$ cat config.mk
export PLATFORM = sky130hd
export DESIGN_NAME = prio_irq_encoder_flat
export DESIGN_NICKNAME = d
export VERILOG_FILES = /design/src/rtl/prio_irq_encoder_if.sv /design/src/rtl/prio_irq_encoder.sv /design/src/flat_wrapper.sv
export SDC_FILE = /design/constraint.sdc
export NUM_CORES = 1
export LEC_CHECK = 0
export BUFFER_PORTS_ARGS = -buffer_cell sky130_fd_sc_hd__buf_2
export CORE_ASPECT_RATIO = 1.2
export CORE_MARGIN = 2
export CORE_UTILIZATION = 25
export DETAILED_ROUTE_END_ITERATION = 12
export HOLD_SLACK_MARGIN = 0.08
export MAX_ROUTING_LAYER = met4
export PLACE_DENSITY_LB_ADDON = 0.3
export REMOVE_ABC_BUFFERS = 1
export SLEW_MARGIN = 20
export SYNTH_ARGS = -nofsm -noshare
export SYNTH_HDL_FRONTEND = slang
export SYNTH_SLANG_ARGS = --single-unit
$ cat constraint.sdc
create_clock -name clk -period 2.5 [get_ports clk]
set_clock_uncertainty 0.1 [all_clocks]
set_input_delay 0.125 -clock clk [delete_from_list [all_inputs] [get_ports clk]]
set_output_delay 0.125 -clock clk [all_outputs]
set_load 0.03 [all_outputs]
$ cat src/rtl/prio_irq_encoder_if.sv
// Request/acknowledge bundle for prio_irq_encoder.
// The event source and consumer side (master) drives req, mask and ack.
// The encoder side (slave) returns irq, code and pending.
interface prio_irq_encoder_if #(
  parameter int unsigned N = 8,
  parameter int unsigned W = 3
);
  logic [N-1:0] req;
  logic [N-1:0] mask;
  logic         ack;
  logic         irq;
  logic [W-1:0] code;
  logic [N-1:0] pending;

  modport master (
    output req,
    output mask,
    output ack,
    input  irq,
    input  code,
    input  pending
  );

  modport slave (
    input  req,
    input  mask,
    input  ack,
    output irq,
    output code,
    output pending
  );
endinterface

$ cat src/rtl/prio_irq_encoder.sv
// Registered N-line priority encoder with rising-edge request capture,
// masking and an acknowledge handshake. A presented code is held until
// it is acknowledged.
// Optional build macro PRIO_IRQ_ROTATE_EN selects round-robin priority.
// Without it, the highest unmasked pending index always wins.
module prio_irq_encoder #(
  parameter int unsigned N = 8,
  parameter int unsigned W = 3
) (
  input logic                clk,
  input logic                rst,
  prio_irq_encoder_if.slave  bus
);

  typedef enum logic [0:0] {StIdle, StBusy} state_e;

  state_e       state_q, state_d;
  logic [N-1:0] req_d_q;
  logic [N-1:0] pending_q, pending_d;
  logic [W-1:0] code_q, code_d;
  logic [N-1:0] events;
  logic [N-1:0] eligible;
  logic [N-1:0] clr;
  logic [W-1:0] winner;
  logic         any_eligible;

  assign events       = bus.req & ~req_d_q;
  assign eligible     = pending_q & ~bus.mask;
  assign any_eligible = |eligible;

`ifdef PRIO_IRQ_ROTATE_EN
  logic [W-1:0] ptr_q, ptr_d;

  // Round-robin search: start just below the last served line and descend with wrap.
  always_comb begin
    logic         found;
    int           idx;
    logic [N-1:0] elig_sh;
    winner  = '0;
    found   = 1'b0;
    idx     = 0;
    elig_sh = '0;
    for (int j = 0; j < int'(N); j++) begin
      idx     = (int'(ptr_q) + int'(N) - 1 - j) % int'(N);
      elig_sh = eligible >> idx;
      if (!found && elig_sh[0]) begin
        found  = 1'b1;
        winner = W'(idx);
      end
    end
  end
`else
  // Fixed priority: the highest set eligible index wins.
  always_comb begin
    winner = '0;
    for (int i = 0; i < int'(N); i++) begin
      if (eligible[i]) winner = W'(i);
    end
  end
`endif

  // Next-state logic: FSM, code latch, pending clear on ack.
  always_comb begin
    state_d = state_q;
    code_d  = code_q;
    clr     = '0;
`ifdef PRIO_IRQ_ROTATE_EN
    ptr_d   = ptr_q;
`endif
    unique case (state_q)
      StIdle: begin
        if (any_eligible) begin
          code_d  = winner;
          state_d = StBusy;
        end
      end
      StBusy: begin
        if (bus.ack) begin
          clr     = N'(1) << code_q;
          state_d = StIdle;
`ifdef PRIO_IRQ_ROTATE_EN
          ptr_d   = code_q;
`endif
        end
      end
      default: state_d = StIdle;
    endcase
    // A new edge on the line being cleared keeps it pending.
    pending_d = (pending_q & ~clr) | events;
  end

  // State registers with synchronous reset.
  always_ff @(posedge clk) begin
    if (rst) begin
      state_q   <= StIdle;
      req_d_q   <= '0;
      pending_q <= '0;
      code_q    <= '0;
    end else begin
      state_q   <= state_d;
      req_d_q   <= bus.req;
      pending_q <= pending_d;
      code_q    <= code_d;
    end
  end

`ifdef PRIO_IRQ_ROTATE_EN
  // Round-robin pointer: last acknowledged code.
  always_ff @(posedge clk) begin
    if (rst) ptr_q <= '0;
    else     ptr_q <= ptr_d;
  end
`endif

  assign bus.irq     = (state_q == StBusy);
  assign bus.code    = code_q;
  assign bus.pending = pending_q;

endmodule

$ cat src/flat_wrapper.sv
// flat-port wrapper written by rule: the top's interface ports become plain ports
module prio_irq_encoder_flat 
#(
  parameter int unsigned N = 8,
  parameter int unsigned W = 3
)
  (clk, rst, bus_req, bus_mask, bus_ack, bus_irq, bus_code, bus_pending);
  prio_irq_encoder_if #(.N(N), .W(W)) bus_i ();
  input logic clk;
  input logic rst;
  input wire logic [$bits(bus_i.req)-1:0] bus_req;
  input wire logic [$bits(bus_i.mask)-1:0] bus_mask;
  input wire logic [$bits(bus_i.ack)-1:0] bus_ack;
  output wire logic [$bits(bus_i.irq)-1:0] bus_irq;
  output wire logic [$bits(bus_i.code)-1:0] bus_code;
  output wire logic [$bits(bus_i.pending)-1:0] bus_pending;
  assign bus_i.req = bus_req;
  assign bus_i.mask = bus_mask;
  assign bus_i.ack = bus_ack;
  assign bus_irq = bus_i.irq;
  assign bus_code = bus_i.code;
  assign bus_pending = bus_i.pending;
  prio_irq_encoder #(.N(N), .W(W)) u_core (.clk(clk), .rst(rst), .bus(bus_i));
endmodule
==> run_results.csv <==
group,metric,value,unit
routing,first_pass_iters,4,
worst_setup_path,start_kind,"flip-flop",
floorplan,die_x,57.0,µm
cts,clockBufferDepth,2,
routing,wl,1970,µm
cts,worstSkewPairLatency,0.25,ns
timing,setup-tns-final,0,ns
placement,place_area,0.00103,mm²
floorplan,io_pins,31,
outcome,status,"finished, final reports clean",
global_routing,grt_max_degree,23,
cts,cts_buffers,3,
worst_setup_path,arrival,1.45,ns
placement,gp_congestion,0.745,
worst_setup_path,critPathMaxFanout,4,
floorplan,die-area,0.00386,mm²
yosys,synth-main-ff-cell,"dfxtp_1",
timing,holdWs,0.174,ns
power_and_ir_drop,power.leakage,0.495,nW
placement,dp.cells,154,
yosys,synth-seq-cells,20,
cts,clockRootBuffer,"clkbuf_8",
cts,cts_resized,0,
cells_and_area,final_common_cell,"buf_2",
global_routing,track_usage,11.0,%
hold_path,hp-class,"in -> reg",
timing,final_max_slew_viol_count,0,
power_and_ir_drop,power.density,634,mW/mm²
routing,num_vias,765,
routing,vias_per_cell,4.61,
global_routing,antenna_found_initial,0,
floorplan,rows,23,
cells_and_area,drive_gt1_share,29.5,%
timing,worst_slew_pin_slew,0.391,ns
yosys,yosys_warnings,0,
power_and_ir_drop,ir_drop,402,µV
yosys,synth_area,843,µm²
yosys,synth.distinct_cells,25,
worst_setup_path,end_kind,"flip-flop",
yosys,syn_inst,90,
timing,setup_viol,0,
floorplan,start_util,25.7,%
placement,dp_hpwl,1440,µm
cells_and_area,stdcell_area,0.00116,mm²
global_routing,overflow,0,
routing,wire_per_inst,11.8,µm
cells_and_area,n_antenna_cell,0,
timing,fmax,712,MHz
cells_and_area,fin_util,35.3,%
routing,ant_nets,0,
cts,cts_tree,"done",
yosys,ys_async_sr_fraction,0,%
routing,drtIter0Drc,17,
cts,post_cts_buffers,0,
cts,htree_levels,1,
flow_run,max_cap_viol_count,0,
yosys,yosysSeqAreaShare,47.5,%
timing,rsz0062_at_grt,"false",
timing,relSlewSlack,73.9,%
global_routing,grt_first_pass_wirelength,3170,µm
cells_and_area,stdcell_count,166,
placement,port_buffers,30,
floorplan,fp.dieH,67.6,µm
cts,cts_num_sinks,20,
worst_setup_path,worst-setup-path-type,"reg -> reg",
timing,finalHoldViolCount,0,
cells_and_area,syn_to_final_growth,37.4,%
cts,path_clk_slew,0.07,ns
routing,drc_errors,0,
cts,cts_hold_buf,9,
timing,finalCritPeriodShare,56.2,%
cells_and_area,layout_common_cells,"30 x buf_2, 20 x dfxtp_1, 17 x nand2b_1",
yosys,syn_avg_cell_area,9.37,µm²
global_routing,grt_pass1_vias,722,
cells_and_area,nets,150,
floorplan,core-area,0.00328,mm²
yosys,synth_edf_count,0,
worst_setup_path,required,2.54,ns
timing,period_needed,1.40,ns
==> where the power goes <==
part           leakage [nW]  switching, mW  total, mW  internal, mW
Clock                0.0216         0.0977      0.205         0.107
Combinational         0.306         0.0892      0.162        0.0727
Sequential            0.167         0.0236      0.368         0.344
==> state kept, by name (all words and copies together), names as in the netlist <==
register	flops
u_core.req_d_q	8
u_core.bus.pending	8
u_core.bus.irq	1
u_core.bus.code	3
==> cells in the mapped netlist, drive strengths merged, types with 2 or more instances <==
library cell,n,area share [%]
o31ai,2,1.8
o21ai,9,5.3
clkbuf,2,0.89
dfxtp,20,47
nor2b,12,9.8
a21oi,10,6.4
nand2b,17,13
nand2,3,1.3
a31oi,2,1.5
==> worst max-delay path, stage by stage, from the launching register on <==
cell	delay, ns
dfxtp_1	0.34
nor2b_4	0.15
and4b_4	0.22
a21oi_2	0.17
mux2_4	0.31
==> logic make-up after synthesis <==
logic type	synth area share (%)
and+or+nand+nor	28.9
AOI/OAI and AO/OA	19.9
DFF	47.5
buffers and inverters	1.93
muxes	1.78
==> worst paths after layout <==
check | start | endpoint | slack [ns] | cells after the start
hold reg to reg | u_core.req_d_q[0] | u_core.bus.pending[0] | 0.38 | 2
setup reg to reg | u_core.bus.pending[2] | u_core.bus.code[1] | 1.10 | 4
hold / removal | rst | u_core.req_d_q[6] | 0.17 | 2
setup / recovery | u_core.bus.pending[2] | u_core.bus.code[1] | 1.10 | 4
==> layer usage <==
layer	wire, µm	GRT usage (%)
met1	922	13.1
met2	912	17.7
met3	108	2.68
met4	23	4.36
met5	0	-
==> metrics by stage <==
step / setup WS, ns / power [mW]
after CTS: 1.09 / 0.746
after global routing: 1.04 / 0.775
after detailed placement: 1.10 / 0.527
after floorplan: 0.901 / 0.471
final: 1.10 / 0.734
after global placement: 1.12 / 0.525
==> cell type report <==
| class | instances | area, µm² |
|---|---|---|
| fill | 363 | 2120 |
| tap | 37 | 46.3 |
| clock buffer | 3 | 41.3 |
| timing repair buffer | 39 | 240 |
| multi-input combinational | 66 | 427 |
| sequential | 20 | 400 |
| inverter | 1 | 3.75 |
Power figures use the tool's default switching activity.
